==> src/rtl/ob_pkg.sv <==
// Shared types for the order-book market scheduler: trade kinds, scheduler
// states, the decided-trade record and the round-robin step helper.
package ob_pkg;

   localparam int QTY_W = 16;

   typedef enum logic [1:0] {
      LB_MS = 2'd0,
      LS_MB = 2'd1,
      MK_MK = 2'd2
   } trade_kind_e;

   typedef enum logic [1:0] {
      SCHED_IDLE = 2'd0,
      SCHED_EVAL = 2'd1,
      SCHED_HOLD = 2'd2
   } sched_state_e;

   typedef struct packed {
      trade_kind_e      kind;
      logic [QTY_W-1:0] qty;
      logic [QTY_W-1:0] rem_qty;
      logic             rem_side;
   } cntrl_mk_sched_t;

   // Next kind in the 0 -> 1 -> 2 -> 0 rotation.
   function automatic logic [1:0] rr_step(input logic [1:0] k);
      return (k >= 2'd2) ? 2'd0 : k + 2'd1;
   endfunction

endpackage

==> src/rtl/ob_cntrl_mk_sched_if.sv <==
// Book-head / trade handshake bundle between the order book and the scheduler.
interface ob_cntrl_mk_sched_if #(
   parameter int QTY_W = ob_pkg::QTY_W
);
   logic             cfg_rr;
   logic             lm_bid_vld;
   logic [QTY_W-1:0] lm_bid_qty;
   logic             lm_ask_vld;
   logic [QTY_W-1:0] lm_ask_qty;
   logic             mk_buy_vld;
   logic [QTY_W-1:0] mk_buy_qty;
   logic             mk_sell_vld;
   logic [QTY_W-1:0] mk_sell_qty;
   logic             trade_qry;
   logic             trade_vld;
   logic             trade_none;
   logic [1:0]       trade_kind;
   logic [QTY_W-1:0] trade_qty;
   logic [QTY_W-1:0] trade_rem_qty;
   logic             trade_rem_side;
   logic             trade_rdy;

   modport master (
      output cfg_rr, lm_bid_vld, lm_bid_qty, lm_ask_vld, lm_ask_qty,
             mk_buy_vld, mk_buy_qty, mk_sell_vld, mk_sell_qty,
             trade_qry, trade_rdy,
      input  trade_vld, trade_none, trade_kind, trade_qty,
             trade_rem_qty, trade_rem_side
   );

   modport slave (
      input  cfg_rr, lm_bid_vld, lm_bid_qty, lm_ask_vld, lm_ask_qty,
             mk_buy_vld, mk_buy_qty, mk_sell_vld, mk_sell_qty,
             trade_qry, trade_rdy,
      output trade_vld, trade_none, trade_kind, trade_qty,
             trade_rem_qty, trade_rem_side
   );
endinterface

==> src/rtl/ob_cntrl_mk_sched_arb.sv <==
// Combinational 3-way trade-kind selector: strict priority with a starvation
// override for MK_MK, or round-robin starting at the pointer.
module ob_cntrl_mk_sched_arb (
   input  logic [2:0] i_elig,
   input  logic       i_rr,
   input  logic [1:0] i_ptr,
   input  logic       i_starve_hit,
   output logic       o_gnt_vld,
   output logic [1:0] o_gnt_kind
);
   import ob_pkg::*;

   logic [1:0] w_c1;
   logic [1:0] w_c2;

   assign w_c1 = rr_step(i_ptr);
   assign w_c2 = rr_step(w_c1);

   // Pick the winning kind; any eligible kind produces a grant.
   always_comb begin
      o_gnt_vld  = |i_elig;
      o_gnt_kind = LB_MS;
      if (i_rr) begin
         if (i_elig[i_ptr])      o_gnt_kind = i_ptr;
         else if (i_elig[w_c1])  o_gnt_kind = w_c1;
         else if (i_elig[w_c2])  o_gnt_kind = w_c2;
      end else if (i_starve_hit && i_elig[MK_MK]) begin
         o_gnt_kind = MK_MK;
      end else if (i_elig[LB_MS]) begin
         o_gnt_kind = LB_MS;
      end else if (i_elig[LS_MB]) begin
         o_gnt_kind = LS_MB;
      end else if (i_elig[MK_MK]) begin
         o_gnt_kind = MK_MK;
      end
   end

endmodule

==> src/rtl/ob_cntrl_mk_sched.sv <==
// Market-order scheduler: snapshots the book heads on a query, picks one
// trade kind and presents the fill/residual until the consumer takes it.
//
//   state | meaning
//   IDLE  | waiting for trade_qry; snapshot taken on query
//   EVAL  | arbitrate on snapshot, compute fill, update pointer/starvation
//   HOLD  | trade presented, held stable until trade_rdy
module ob_cntrl_mk_sched #(
   parameter int QTY_W      = ob_pkg::QTY_W,
   parameter int STARVE_MAX = 4
) (
   input  logic              clk,
   input  logic              rst,
   ob_cntrl_mk_sched_if.slave bus
);
   import ob_pkg::*;

   localparam logic [1:0] ST_IDLE = SCHED_IDLE;
   localparam logic [1:0] ST_EVAL = SCHED_EVAL;
   localparam logic [1:0] ST_HOLD = SCHED_HOLD;

   logic [1:0]       r_state;
   logic [1:0]       r_ptr;
   logic [7:0]       r_starve;
   logic [2:0]       r_elig;
   logic [QTY_W-1:0] r_bid, r_ask, r_buy, r_sell;
   logic             r_vld, r_none, r_side;
   logic [1:0]       r_kind;
   logic [QTY_W-1:0] r_qty, r_rem;

   logic [2:0]       w_elig_now;
   logic             w_starve_hit;
   logic             w_gnt_vld;
   logic [1:0]       w_gnt_kind;
   logic [QTY_W-1:0] w_buy, w_sell, w_qty, w_rem;
   logic [QTY_W:0]   w_diff;
   logic             w_side;

   // Bit index equals the trade kind code; a zero quantity disqualifies a pair.
   assign w_elig_now[LB_MS] = bus.lm_bid_vld & bus.mk_sell_vld &
                              (|bus.lm_bid_qty) & (|bus.mk_sell_qty);
   assign w_elig_now[LS_MB] = bus.lm_ask_vld & bus.mk_buy_vld &
                              (|bus.lm_ask_qty) & (|bus.mk_buy_qty);
   assign w_elig_now[MK_MK] = bus.mk_buy_vld & bus.mk_sell_vld &
                              (|bus.mk_buy_qty) & (|bus.mk_sell_qty);

   assign w_starve_hit = (r_starve >= 8'(STARVE_MAX));

   ob_cntrl_mk_sched_arb u_arb (
      .i_elig       (r_elig),
      .i_rr         (bus.cfg_rr),
      .i_ptr        (r_ptr),
      .i_starve_hit (w_starve_hit),
      .o_gnt_vld    (w_gnt_vld),
      .o_gnt_kind   (w_gnt_kind)
   );

   // Buy side is the limit bid only for LB_MS; sell side is the limit ask
   // only for LS_MB. w_diff is one bit wider so its MSB is the sign.
   assign w_buy  = (w_gnt_kind == LB_MS) ? r_bid : r_buy;
   assign w_sell = (w_gnt_kind == LS_MB) ? r_ask : r_sell;
   assign w_diff = {1'b0, w_buy} - {1'b0, w_sell};
   assign w_side = w_diff[QTY_W];
   assign w_qty  = w_side ? w_buy : w_sell;
   assign w_rem  = w_side ? (w_sell - w_buy) : w_diff[QTY_W-1:0];

   // Scheduler FSM, snapshot, arbitration state and registered trade outputs.
   always_ff @(posedge clk) begin
      if (!rst) begin
         r_state  <= ST_IDLE;
         r_ptr    <= 2'd0;
         r_starve <= 8'd0;
         r_elig   <= 3'd0;
         r_bid    <= '0;
         r_ask    <= '0;
         r_buy    <= '0;
         r_sell   <= '0;
         r_vld    <= 1'b0;
         r_none   <= 1'b0;
         r_kind   <= 2'd0;
         r_qty    <= '0;
         r_rem    <= '0;
         r_side   <= 1'b0;
      end else begin
         r_none <= 1'b0;
         case (r_state)
            ST_IDLE: begin
               if (bus.trade_qry) begin
                  r_elig  <= w_elig_now;
                  r_bid   <= bus.lm_bid_qty;
                  r_ask   <= bus.lm_ask_qty;
                  r_buy   <= bus.mk_buy_qty;
                  r_sell  <= bus.mk_sell_qty;
                  r_state <= ST_EVAL;
               end
            end
            ST_EVAL: begin
               if (w_gnt_vld) begin
                  r_vld   <= 1'b1;
                  r_kind  <= w_gnt_kind;
                  r_qty   <= w_qty;
                  r_rem   <= w_rem;
                  r_side  <= w_side;
                  r_state <= ST_HOLD;
                  if (bus.cfg_rr) r_ptr <= rr_step(w_gnt_kind);
               end else begin
                  r_none  <= 1'b1;
                  r_state <= ST_IDLE;
               end
               if (bus.cfg_rr || !r_elig[MK_MK])  r_starve <= 8'd0;
               else if (w_gnt_kind == MK_MK)      r_starve <= 8'd0;
               else if (r_starve != 8'hFF)        r_starve <= r_starve + 8'd1;
            end
            ST_HOLD: begin
               if (bus.trade_rdy) begin
                  r_vld   <= 1'b0;
                  r_state <= ST_IDLE;
               end
            end
            default: r_state <= ST_IDLE;
         endcase
      end
   end

   assign bus.trade_vld      = r_vld;
   assign bus.trade_none     = r_none;
   assign bus.trade_kind     = r_kind;
   assign bus.trade_qty      = r_qty;
   assign bus.trade_rem_qty  = r_rem;
   assign bus.trade_rem_side = r_side;

endmodule

==> src/flat_wrapper.sv <==
// flat-port wrapper written by rule: the top's interface ports become plain ports
module ob_cntrl_mk_sched_flat import ob_pkg::*;
#(
   parameter int QTY_W      = ob_pkg::QTY_W,
   parameter int STARVE_MAX = 4
)
  (clk, rst, bus_cfg_rr, bus_lm_bid_vld, bus_lm_bid_qty, bus_lm_ask_vld, bus_lm_ask_qty, bus_mk_buy_vld, bus_mk_buy_qty, bus_mk_sell_vld, bus_mk_sell_qty, bus_trade_qry, bus_trade_rdy, bus_trade_vld, bus_trade_none, bus_trade_kind, bus_trade_qty, bus_trade_rem_qty, bus_trade_rem_side);
  ob_cntrl_mk_sched_if #(.QTY_W(QTY_W)) bus_i ();
  input  logic clk;
  input  logic rst;
  input wire logic [$bits(bus_i.cfg_rr)-1:0] bus_cfg_rr;
  input wire logic [$bits(bus_i.lm_bid_vld)-1:0] bus_lm_bid_vld;
  input wire logic [$bits(bus_i.lm_bid_qty)-1:0] bus_lm_bid_qty;
  input wire logic [$bits(bus_i.lm_ask_vld)-1:0] bus_lm_ask_vld;
  input wire logic [$bits(bus_i.lm_ask_qty)-1:0] bus_lm_ask_qty;
  input wire logic [$bits(bus_i.mk_buy_vld)-1:0] bus_mk_buy_vld;
  input wire logic [$bits(bus_i.mk_buy_qty)-1:0] bus_mk_buy_qty;
  input wire logic [$bits(bus_i.mk_sell_vld)-1:0] bus_mk_sell_vld;
  input wire logic [$bits(bus_i.mk_sell_qty)-1:0] bus_mk_sell_qty;
  input wire logic [$bits(bus_i.trade_qry)-1:0] bus_trade_qry;
  input wire logic [$bits(bus_i.trade_rdy)-1:0] bus_trade_rdy;
  output wire logic [$bits(bus_i.trade_vld)-1:0] bus_trade_vld;
  output wire logic [$bits(bus_i.trade_none)-1:0] bus_trade_none;
  output wire logic [$bits(bus_i.trade_kind)-1:0] bus_trade_kind;
  output wire logic [$bits(bus_i.trade_qty)-1:0] bus_trade_qty;
  output wire logic [$bits(bus_i.trade_rem_qty)-1:0] bus_trade_rem_qty;
  output wire logic [$bits(bus_i.trade_rem_side)-1:0] bus_trade_rem_side;
  assign bus_i.cfg_rr = bus_cfg_rr;
  assign bus_i.lm_bid_vld = bus_lm_bid_vld;
  assign bus_i.lm_bid_qty = bus_lm_bid_qty;
  assign bus_i.lm_ask_vld = bus_lm_ask_vld;
  assign bus_i.lm_ask_qty = bus_lm_ask_qty;
  assign bus_i.mk_buy_vld = bus_mk_buy_vld;
  assign bus_i.mk_buy_qty = bus_mk_buy_qty;
  assign bus_i.mk_sell_vld = bus_mk_sell_vld;
  assign bus_i.mk_sell_qty = bus_mk_sell_qty;
  assign bus_i.trade_qry = bus_trade_qry;
  assign bus_i.trade_rdy = bus_trade_rdy;
  assign bus_trade_vld = bus_i.trade_vld;
  assign bus_trade_none = bus_i.trade_none;
  assign bus_trade_kind = bus_i.trade_kind;
  assign bus_trade_qty = bus_i.trade_qty;
  assign bus_trade_rem_qty = bus_i.trade_rem_qty;
  assign bus_trade_rem_side = bus_i.trade_rem_side;
  ob_cntrl_mk_sched #(.QTY_W(QTY_W), .STARVE_MAX(STARVE_MAX)) u_core (.clk(clk), .rst(rst), .bus(bus_i));
endmodule
==> config.mk <==
export PLATFORM = sky130hd
export DESIGN_NAME = ob_cntrl_mk_sched_flat
export DESIGN_NICKNAME = d
export VERILOG_FILES = /design/src/rtl/ob_pkg.sv /design/src/rtl/ob_cntrl_mk_sched_if.sv /design/src/rtl/ob_cntrl_mk_sched_arb.sv /design/src/rtl/ob_cntrl_mk_sched.sv /design/src/flat_wrapper.sv
export SDC_FILE = /design/constraint.sdc
export NUM_CORES = 1
export LEC_CHECK = 0
export ABC_AREA = 1
export CORE_MARGIN = 4
export CORE_UTILIZATION = 55
export CTS_CLUSTER_DIAMETER = 100
export DETAILED_ROUTE_END_ITERATION = 10
export GPL_ROUTABILITY_DRIVEN = 0
export PLACE_DENSITY_LB_ADDON = 0.1
export SYNTH_ARGS = -nofsm -noshare
export SYNTH_HDL_FRONTEND = slang
export SYNTH_SLANG_ARGS = --single-unit
==> constraint.sdc <==
create_clock -name clk -period 4.8 [get_ports clk]
set_input_delay 0.96 -clock clk [delete_from_list [all_inputs] [get_ports clk]]
set_output_delay 0.96 -clock clk [all_outputs]
set_load 0.1 [all_outputs]
==> results of run 1 <==
==> worst register-to-register path, delay by kind of cell, from the launching register on <==
| family | cells | cell delay, ns |
|---|---|---|
| AO/OA/AOI/OAI | 6 | 1.37 |
| AND/OR/NAND/NOR | 8 | 0.87 |
| buffers and inverters | 4 | 0.73 |
| flip-flops | 1 | 0.47 |
| adder cells (fa/ha/maj) | 1 | 0.24 |
==> state kept, by name (all words and copies together), names as in the netlist <==
signal / cells
u_core.bus.trade_rem_side: 1
u_core.r_buy: 16
u_core.r_sell: 16
u_core.r_ask: 16
u_core.bus.trade_none: 1
u_core.bus.trade_rem_qty: 16
u_core.r_bid: 16
u_core.r_starve: 8
u_core.bus.trade_qty: 16
u_core.r_ptr: 2
u_core.r_state: 2
u_core.bus.trade_kind: 2
u_core.bus.trade_vld: 1
u_core.r_elig: 3
==> cell usage in the layout, fill, tap and decap left out, drive strengths merged, types with 2 or more instances in the layout <==
cell,Yosys,final
dfxtp,116,116
clkdlybuf4s50,0,108
a21oi,91,91
ha,21,21
o211ai,5,5
clkbuf,33,18
o21bai,2,2
inv,124,127
nand3b,4,4
nor2,135,135
nand4,6,6
clkinvlp,0,3
o21ai,112,112
a41oi,2,2
xnor2,2,2
or2,3,3
bufinv,0,3
nand2,298,298
nand3,82,82
nor3,5,5
buf,19,19
nor4,16,16
xor2,12,12
clkinv,0,5
==> cell type report <==
cell class,count,share of cell area (%)
Clock buffer,18,5.006
Clock inverter,14,1.997
Inverter,124,5.362
Multi-Input combinational cell,802,44.85
Sequential cell,116,26.47
Tap cell,168,2.396
Timing Repair Buffer,127,13.92
==> where the power goes <==
group          internal [µW]  switching (µW)  total (µW)
logic                    470             956        1430
registers               1030            40.8        1070
clock network            833             484        1320
total                   2330            1480        3810
==> how the worst max path moves through the flow <==
stage | to | slack (ns) | cells after the start
finish | u_core.bus.trade_rem_qty[1] | 0.53 | 18
global placement | u_core.bus.trade_rem_qty[1] | 0.28 | 18
detailed placement | u_core.bus.trade_rem_qty[1] | 0.16 | 21
CTS | u_core.bus.trade_rem_qty[1] | 0.59 | 21
global route | u_core.bus.trade_rem_qty[1] | 0.14 | 20
floorplan | u_core.bus.trade_qty[4] | 0.96 | 22
==> Yosys cell counts, types with 3 or more instances <==
library cell	number	area [µm²]
sky130_fd_sc_hd__nor2_1	130	488.0
sky130_fd_sc_hd__nand3_2	7	70.07
sky130_fd_sc_hd__o211ai_1	5	37.54
sky130_fd_sc_hd__ha_1	21	262.8
sky130_fd_sc_hd__inv_1	111	416.7
sky130_fd_sc_hd__a21oi_1	89	445.4
sky130_fd_sc_hd__dfxtp_1	116	2322
sky130_fd_sc_hd__o21ai_0	92	460.4
sky130_fd_sc_hd__clkbuf_1	33	123.9
sky130_fd_sc_hd__nand3_1	75	375.4
sky130_fd_sc_hd__buf_6	10	112.6
sky130_fd_sc_hd__nand2_1	281	1055
sky130_fd_sc_hd__nor4_1	16	100.1
sky130_fd_sc_hd__o21ai_2	5	43.79
sky130_fd_sc_hd__nor2_2	3	18.77
sky130_fd_sc_hd__nand3b_1	3	22.52
sky130_fd_sc_hd__buf_4	5	37.54
sky130_fd_sc_hd__inv_2	12	45.04
sky130_fd_sc_hd__xor2_1	12	105.1
sky130_fd_sc_hd__nor3_1	5	25.02
sky130_fd_sc_hd__nand4_1	6	37.54
sky130_fd_sc_hd__o21ai_1	15	75.07
sky130_fd_sc_hd__nand2_2	14	87.58
==> kinds of logic (layout without fill, tap and decap cells) <==
| logic type | Yosys count | count (layout) | share of synthesized area [%] |
|---|---|---|---|
| buf+inv | 176 | 283 | 10.87 |
| simple gates | 551 | 551 | 34.06 |
| compound gates | 215 | 215 | 16.28 |
| fa+ha+maj | 21 | 21 | 3.749 |
| mux | 1 | 1 | 0.1606 |
| xor+xnor | 14 | 14 | 1.749 |
| flops | 116 | 116 | 33.13 |
==> metrics by stage <==
step	power (µW)	std cells	hold slack, ns
after floorplan	2136	1094	0.4190
after global placement	2467	1337	0.4276
after detailed placement	2488	1337	0.4291
after CTS	3806	1369	0.4392
after global routing	4040	1369	0.4608
final	3813	1369	0.4385
==> routing by layer <==
layer / wire length [µm] / part of all wire (%) / vias up / global-route usage (%)
li1: - / - / 3722 / -
met1: 8795 / 43 / 3313 / 37.05
met2: 9738 / 47 / 267 / 47.90
met3: 1478 / 7.2 / 47 / 7.086
met4: 655 / 3.2 / 0 / 11.97
met5: 0 / 0 / - / 0
==> results by stage, run 1 <==
Run status:
- The flow ran to the end, and the final reports show no timing, DRC or antenna violations.

Global route:
- The largest net degree at the start of global routing is 96.
- The initial antenna violation count is 0.
- The total global routing track utilization is 29.31%.
- The first global-routing pass estimated 33710 µm of wire.
- The global-route congestion overflow total is 0.
- The number of global-route vias before repair was 7031.

Worst setup path:
- Among all stages on the critical path, the largest delay is contributed by sky130_fd_sc_hd__clkdlybuf4s50_1.
- The critical path launch point is bus_cfg_rr.
- The worst setup path is of the primary input to flip-flop kind.
- Setup slack on the worst reg-to-reg path comes out at ~1.0 ns.
- The worst register-to-register path ends at u_core.bus.trade_rem_qty[1].
- The worst flop-to-flop path startpoint is u_core.r_ptr[1].
- The kind of start point of the critical path is a primary input.
- The largest stage delay on the critical path is around 0.56 ns.
- The signal arrival time at the worst endpoint is 4.59 ns.
- The cell family contributing the most delay on the critical path is compound AO/OA/AOI/OAI gates.
- The category of the worst setup path capture point is a flip-flop.
- Data on the critical path is required at its endpoint by between 5 and 6 ns.
- The length in cells of the worst reg-to-reg path is 19.
- Of all nets on the critical path, the largest fanout is 32.
- The signal on the critical path passes through clkdlybuf4s50_1 > nor3_1 > nand2_1 > nand2_4 > buf_4 > o21ai_0 > inv_1 > ha_1 > a21oi_1 > o21bai_1 > a21oi_1 > a21boi_1 > nand2_2 > buf_4 > nand2_1 > nand3_1 > o211ai_1 > inv_1.
- The count of buffer and inverter cells on the critical path is 5.

Route:
- In this run, the number of DRC markers left after iteration 0 of detailed routing was 602.
- The via count is approximately 7300.
- After detailed routing, the number of remaining DRC violations is 0.
- The sum of routed wire length over all layers is 20670 µm.
- The detail-routed net length per standard cell is 15.10 µm.
- After detailed routing, the number of vias per cell comes to 5.368.
- The length of the first detailed-routing pass in iterations is 5.
- Once detail routing completed, the nets flagged for antenna violations numbered 0.

Power:
- Dividing total power by cell area gives a power density of about 430 nW/µm².
- The highest ir drop seen on vdd is about 440 µV.
- Summed over all cells, the static leakage comes to 0.004013 µW.

Hold path:
- Along the worst hold path, the cell count comes to 2.
- The startpoint of the tightest hold check path is u_core.r_starve[6].
- The class of the most critical hold timing path is flip-flop to flip-flop.
- The endpoint with the worst hold slack is u_core.r_starve[6].

STA:
- The final-report hold violation count is 0.
- The total count of max-transition violations in the final report came to 0.
- The share of the cycle needed by the critical path after routing is 88.97%.
- The minimum clock period is approximately 4.3 ns.
- The highest clock rate is 234.2 MHz.
- Clock skew on the completed layout was measured at 0.01198 ns.
- The transition at the pin with the smallest max-transition slack is 0.9983 ns.
- The aggregate negative setup slack is 0 ns.
- Setup violations remaining at the end of the flow were counted as 0.
- Setup repair after global routing left no endpoint under its margin.
- The worst pin sits at a relative slew slack of between 30% and 40%.
- In the post-route analysis, the smallest setup slack over all paths is 0.5295 ns.

Layout:
- The total of fill cells in the finished design is around 1100.
- In the final layout, the share of cells above drive strength 1 is between 8 and 9%.
- Across the whole layout, storage elements account for roughly 2300 µm².
- In the final design database the tool counted 1282 nets.
- The post-layout instance area is just under 9000 µm².
- The antenna cell count is 0.
- The footprint of the multi-input gates is roughly 4000 µm².
- From synthesis to final layout, the design area changed by 25.17%.
- Cells fill between 70% and 80% of the core in the end.

Synth:
- In the synthesized netlist the dominant register cell turns out to be sky130_fd_sc_hd__dfxtp_1.
- For this run, the register share of the synthesized area comes to 33.13%.
- Synthesis inferred between 100 and 150 register bits.
- The count of synthesis-stage warnings from yosys is 0.
- The proportion of synthesized flip-flops having asynchronous set or reset is 0%.
- Counting every instance in the synthesized netlist gives 1094.
- The mapped cell area is 7009 µm².
- Yosys mapped a number of flops with a built-in enable equal to 0.
- After synthesis, the mean cell area works out to approximately 6.4 µm².
- The synthesized netlist contains 43 unique library cells.
- The total nets after synthesis is 1188.

Floorplanning:
- In this run the horizontal extent of the chip is 120.9 µm.
- The floorplan has 40 rows.
- The standard cell core area is ~12000 µm².
- Once the floorplan was initialized, standard cells occupied 57.16% of the core.
- The full die area is 14610 µm².
- During I/O placement, the number of pins put on the boundary was 110.
- The die outline height is about 120 µm.

Place:
- Detailed placement finished with a half-perimeter wire length of 15750 µm.
- The post-place setup slack is approximately 0.16 ns.
- The port buffer count is 109.
- The cell area reported after detailed placement is 8159 µm².

CTS:
- The clock net in this run drives a total of 116 sinks.
- The CTS tree is built.
- The total number of H-tree levels is 4.
- Once the clock tree was built, the resizer swapped 0 gates to a different size.
- After clock tree synthesis, the setup repair step added 0 buffers.
- The clock passes through at most 2 buffers.
- CTS placed an instance of sky130_fd_sc_hd__clkbuf_16 at the clock tree root.
- The number of hold buffers added after cts is 0.
- The clock input transition at the sequential cells of the worst setup and hold paths is about 0.060 ns.
- The total CTS buffers is 17.
- For the worst-skew pair, the clock arrives at the later sink with an insertion delay of approximately 0.43 ns.

Run:
- The max capacitance violation total is 0.
(Power assumes the default switching activity.)
==> run 2, diff against run 1 <==
--- a/config.mk
+++ b/config.mk
@@ -12,6 +12,7 @@
 export DETAILED_ROUTE_END_ITERATION = 10
 export GPL_ROUTABILITY_DRIVEN = 0
 export PLACE_DENSITY_LB_ADDON = 0.1
+export REMOVE_ABC_BUFFERS = 1
 export SYNTH_ARGS = -nofsm -noshare
 export SYNTH_HDL_FRONTEND = slang
 export SYNTH_SLANG_ARGS = --single-unit
==> run 2 against run 1 <==
  * Global-route usage is 2.6 points lower
  * Clock skew decreased by 0.0059 ns
  * Sequential share of layout area decreased by 0.12 points
  * Non-clock buffer count decreased by 6
  * Register-to-register slack improved by 0.17 ns
  * First-iteration DRC count is 14% lower
  * Cell area up 0.46%
  * Total power increased by 2.2%
  * Clock-buffer cell count grew 2
  * Core utilization up 0.33 points
  * Combinational power fell by 3%
  * Sequential power about the same
  * Critical path type unchanged
==> results by stage, run 2 (synthesized netlist as in run 1, its figures left out) <==
STA:
- The transition at the pin with the smallest max-transition slack is 0.9944 ns.
- The final-report hold violation count is 0.
- The remaining max-slew budget at the tightest pin is 33.50%.
- The aggregate negative setup slack is 0 ns.
- The final number of setup-violating endpoints is 0.
- The highest clock rate is between 200 and 250 MHz.
- The total count of max-transition violations in the final report was 0.
- The share of the cycle needed by the critical path after routing is 86.75%.
- Setup repair after global routing left no endpoint under its margin.
- Between clock sinks in the finished design, the worst skew comes to 0.006128 ns.
- The routed design could run at a clock period as short as 4.164 ns.
- The worst hold slack across all endpoints is about 0.44 ns.
- The smallest setup slack after layout is 0.6358 ns.

Power:
- Per report_power, the sequential group accounts for 27.4% of the total.
- The switching power is 1407 µW.
- The share of total power dissipated in the clock network is 36.9%.
- The highest ir drop seen on vdd is 242.0 µV.
- For this design the static power due to leakage is 0.004025 µW.
- The internal power of the cells totals 2489 µW.
- The proportion of total power due to net switching is between 30% and 40%.
- The share of total power dissipated in combinational logic is 35.7%.
- Power spread over the standard cell area amounts to between 400 and 500 nW/µm².

Route:
- The sum of routed wire length over all layers is 19020 µm.
- The remaining number of nets flagged by the antenna check after routing is 0.
- The via count is 7197.
- The per-cell via count in the routed design is 5.280.
- In the final routed layout, each cell accounts on average for approximately 14 µm.
- The first routing iteration left a little over 500 violations.
- The length of the first detailed-routing pass in iterations is 7.
- The number of design rule violations left after detail routing is 0.

CTS:
- CTS built an H-tree with a depth of 4.
- The number of gates given a new drive strength after cts is 0.
- The root buffer cell is sky130_fd_sc_hd__clkbuf_16.
- The post-CTS setup-driven buffer insertion count is 0.
- The clock sink total is approximately 120.
- TritonCTS built the clock tree.
- The maximum buffer depth of the clock tree is 2.
- Buffers inserted during clock tree synthesis total 17.
- The number of hold buffers added after cts is 0.
- Clock-pin slew was measured on the worst setup and hold paths at 0.05 ns.
- At the later pin of the worst-skew pair, clock insertion delay measures 0.42 ns.

Global route:
- The largest net degree at the start of global routing is 96.
- In the global route stage, overall resource usage came out at 26.66%.
- The number of global-route vias before repair came to between 6000 and 7000.
- The first global-routing pass estimated 31230 µm of wire.
- The initial antenna violation count is 0.
- The global-route congestion overflow total is 0.

Run:
- Max-cap violations in this run came to 0.

Worst setup path:
- The worst setup path category is primary input to flip-flop.
- Along the worst path, the maximum fanout reaches 38.
- The kind of start point of the critical path is a primary input.
- For the worst setup path, the data arrival time is 4.43 ns.
- STA puts the critical path data required time at 5.07 ns.
- STA classifies the critical path endpoint as a flip-flop.

Floorplanning:
- Measured along the x axis, the die boundary spans between 100 and 150 µm.
- The total I/O pin count is 110.
- The number of placement rows is 40.
- The die is between 100 and 150 µm tall.
- In this run the standard cell core region covers roughly 12000 µm².
- For this configuration, the core starts out at a cell density of 57.16%.
- The floorplan step defined a die boundary enclosing approximately 15000 µm².

Layout:
- With fillers left out, the area of the finished cells amounts to 8813 µm².
- Once layout is complete, the cells apart from fillers number roughly 1400.
- From synthesis to final layout, the design area changed by 25.74%.
- The total of fill cells in the finished design is 1079.
- The library cell used most frequently in the layout, excluding fill and tap cells, is sky130_fd_sc_hd__nand2_1.
- The top cell types in the final layout, fill and taps aside, are sky130_fd_sc_hd__nand2_1 (280), sky130_fd_sc_hd__nor2_1 (129), sky130_fd_sc_hd__dfxtp_1 (116).
- The share of layout cells above drive strength 1 is about 8.2%.
- For this run, the post-layout net count is 1276.
- The antenna cell count is 0.

Place:
- The cell area reported after detailed placement is between 8000 and 9000 µm².
- The port buffer count is 109.
- Detailed placement finished with a half-perimeter wire length of 14140 µm.
- The post-place setup slack is 0.3000 ns.
- The cell count after placement is between 1000 and 1500.

Run status:
- The run finished with clean final reports.

Hold path:
- The worst hold path belongs to the class flip-flop to flip-flop.
## run 2: area by class of cell
cell class / count / area [µm²] / area share, %
Clock buffer: 20 / 446.7 / 5.068
Multi-Input combinational cell: 802 / 3935 / 44.65
Sequential cell: 116 / 2322 / 26.35
Inverter: 124 / 470.5 / 5.338
Clock inverter: 12 / 227.7 / 2.584
Tap cell: 168 / 210.2 / 2.385
Timing Repair Buffer: 121 / 1201 / 13.63
## run 2: worst max-delay path, cell delays in order
cell,delay (ns)
sky130_fd_sc_hd__clkdlybuf4s50_1,0.49
sky130_fd_sc_hd__nor3_1,0.21
sky130_fd_sc_hd__nand2_1,0.12
sky130_fd_sc_hd__nand2_4,0.18
sky130_fd_sc_hd__inv_6,0.10
sky130_fd_sc_hd__or2_2,0.28
sky130_fd_sc_hd__o21ai_0,0.20
sky130_fd_sc_hd__inv_1,0.09
sky130_fd_sc_hd__ha_1,0.40
sky130_fd_sc_hd__inv_1,0.11
sky130_fd_sc_hd__nor3_1,0.30
sky130_fd_sc_hd__inv_1,0.12
sky130_fd_sc_hd__nor2_4,0.16
sky130_fd_sc_hd__nand2_2,0.07
sky130_fd_sc_hd__nand2_2,0.07
sky130_fd_sc_hd__buf_12,0.20
sky130_fd_sc_hd__a21oi_1,0.10
sky130_fd_sc_hd__o21ai_1,0.16
sky130_fd_sc_hd__a21oi_1,0.09
## run 2: path summary, 6_finish.rpt
check                           from                        to  slack (ns)  depth (start not counted)
hold / removal    u_core.r_starve[6]        u_core.r_starve[6]        0.44                          2
setup / recovery          bus_cfg_rr  u_core.bus.trade_qty[14]        0.64                         19
setup reg to reg     u_core.r_ptr[1]  u_core.bus.trade_qty[14]        1.21                         21
hold reg to reg   u_core.r_starve[6]        u_core.r_starve[6]        0.44                          2
## run 2: power groups by stage
| stage | clock, µW | sequential [µW] | combinational, µW |
|---|---|---|---|
| after CTS | 1450 | 1070 | 1380 |
| after detailed placement | 0 | 1080 | 1370 |
| after global routing | 1500 | 1070 | 1560 |
| after global placement | 0 | 1080 | 1360 |
| final | 1440 | 1070 | 1390 |
| after floorplan | 0 | 1190 | 875 |
## run 2: metrics by stage
step           util, %  power, µW
2_1_floorplan        -       2066
3_3_place_gp     66.38       2439
3_5_place_dp     66.38       2456
4_1_cts          71.88       3897
5_1_grt          71.88       4127
6_report         71.88       3896
## run 2: per-layer routing
metal	wire length, µm	track usage [%]
met1	8536	34.58
met2	8616	42.65
met3	1261	5.688
met4	607	11.76
met5	0	0
==> RTL edit: new RTL, flow settings as in run 2 <==
The package constant `QTY_W` goes from 16 to 20.
--- a/src/rtl/ob_pkg.sv
+++ b/src/rtl/ob_pkg.sv
@@ -3,5 +3,5 @@
 package ob_pkg;
 
-   localparam int QTY_W = 16;
+   localparam int QTY_W = 20;
 
    typedef enum logic [1:0] {
Interface: changed (6 resized); port bits go from 110 to 134. No check against the original RTL was run, so the function may have changed too.
==> RTL edit against run 2 <==
Area after synthesis grew 22%. Worst setup slack got worse by 0.18 ns. Critical path depth shrank 2. Wire length increased by 29%. Highest routed layer unchanged. Design area grew 21%. Sequential share of layout area is 0.14 points lower. Largest cell class unchanged. Sequential cell count rose by 24. Power increased by 11%. Via count rose by 26%.
==> RTL edit: results (changes against run 2) <==
* Mux cell area share after synthesis at 0% (was 0.1607%)
* Flop2flop setup slack at 1.06 ns (was 1.21 ns)
* Critical path arrival at 4.70 ns (was 4.43 ns)
* Layout net count at 1,582 (was 1,276)
* Maximum VDD drop at 0.0002822 V (was 0.0002420 V)
* Reg area at 2803 um^2 (was 2322 um^2)
* Per-cell routed wire length at 14.57 um (was 13.96 um)
* Compound-Gate Fraction of Synth Area at 16.27% (was 16.28%)
* XOR/XNOR Fraction of Synth Area at 1.942% (was 1.749%)
* Fin crit period at 4.343 ns (was 4.164 ns)
* Worst slack at placement at 0.09669 ns (was 0.3000 ns)
* CTS Buffer Depth at 2 (unchanged)
* Sinks on Clock Net at 140 (was 116)
* Static Leak at 4.914 nW (was 4.025 nW)
* Slowest stage delay, CP at 0.60 ns (was 0.49 ns)
* Post-DP HPWL at 18,570 um (was 14,140 um)
* Tightest Pin Transition at 1.027 ns (was 0.9944 ns)
* R2R Path Start: u_core.r_starve[2]$_SDFFE_PN0P_ (was u_core.r_ptr[1]$_SDFFE_PN0P_)
* Hold Path Origin: u_core.r_starve[7]$_SDFFE_PN0P_ (was u_core.r_starve[6]$_SDFFE_PN0P_)
* Synth top area cells: dfxtp_1 33%, nand2_1 13%, nor2_1 7.8%, o21ai_0 7.0%, inv_1 6.7% (was dfxtp_1 33%, nand2_1 15%, nor2_1 7.0%, o21ai_0 6.6%, a21oi_1 6.4%)
* Worst-path maximum fanout at 15 (was 38)
* Vias in the first global route at 8,581 (was 6,653)
* Clock-cell share at 5.136% (was 7.652%)
* Multi-input logic portion of the cell area at 45.55% (was 44.65%)
* Non-clk bufs at 170 (was 121)
* All-Layer GR Usage at 27.66% (was 26.66%)
* Avg Cell Area, Syn at 6.404 um^2 (was 6.407 um^2)
* Critical path endpoint: u_core.bus.trade_qty[11]$_SDFFE_PN0P_ (was u_core.bus.trade_qty[14]$_SDFFE_PN0P_)
* First-pass GRT wire length at 40,340 um (was 31,230 um)
* Final WL at 24,560 um (was 19,020 um)
* R2R depth at 15 (was 21)
* I/O Buffers at 133 (was 109)
* Status: finished clean (unchanged)
* Multi-input logic area at 4871 um^2 (was 3935 um^2)
* Largest net degree at the start of global routing at 102 (was 96)
* Sequential share of the synthesized area at 32.71% (was 33.13%)
* Worst hold margin at 0.4422 ns (was 0.4353 ns)
* Placed insts at 1,654 (was 1,331)
* Iter 0 DRT Violations at 662 (was 519)
* Ratio of cells with drive above 1 in the final layout at 8.616% (was 8.201%)
* Commonest cells post-synth: 295 x nand2_1, 177 x nor2_1, 152 x inv_1, 140 x dfxtp_1, 120 x o21ai_0 (was 281 x nand2_1, 130 x nor2_1, 116 x dfxtp_1, 111 x inv_1, 92 x o21ai_0)
* Vias/cell at 5.395 (was 5.280)
* Dpl cell area at 10,140 um^2 (was 8139 um^2)
* Post-synth cell types at 40 (was 43)
* Die Area at 17,640 um^2 (was 14,610 um^2)
* Adder-Cell Fraction of Synth Area at 4.614% (was 3.749%)
* Hold EP: u_core.r_starve[7]$_SDFFE_PN0P_ (was u_core.r_starve[6]$_SDFFE_PN0P_)
* Fillers at 1,362 (was 1,079)
-- RTL edit: worst max-delay path, delay by kind of cell --
family                     cells  cell delay (ns)
and+or+nand+nor                7             1.26
AOI/OAI and AO/OA              6             1.15
buffers and inverters          3             0.97
adders and majority gates      1             0.34
-- RTL edit: kinds of logic (layout without fill, tap and decap cells) --
group,after synthesis,after routing
fa+ha+maj,31,31
buf+inv,225,361
compound gates,259,259
flops,140,140
simple gates,664,664
xor+xnor,19,19
-- RTL edit: routing by layer --
layer	share of wire, %	track usage (%)	up-vias
met2	47	46.22	299
met4	2.8	10.85	0
met1	43	35.04	4153
met3	6.6	5.665	55
met5	0	0	-
li1	-	-	4584
-- RTL edit: power by group --
part	internal, mW	total, mW	switching (mW)	leakage (nW)
registers	1.24	1.28	0.0390	1.15
clock network	0.712	1.24	0.525	0.268
logic	0.622	1.80	1.17	3.50
total	2.58	4.32	1.74	4.91
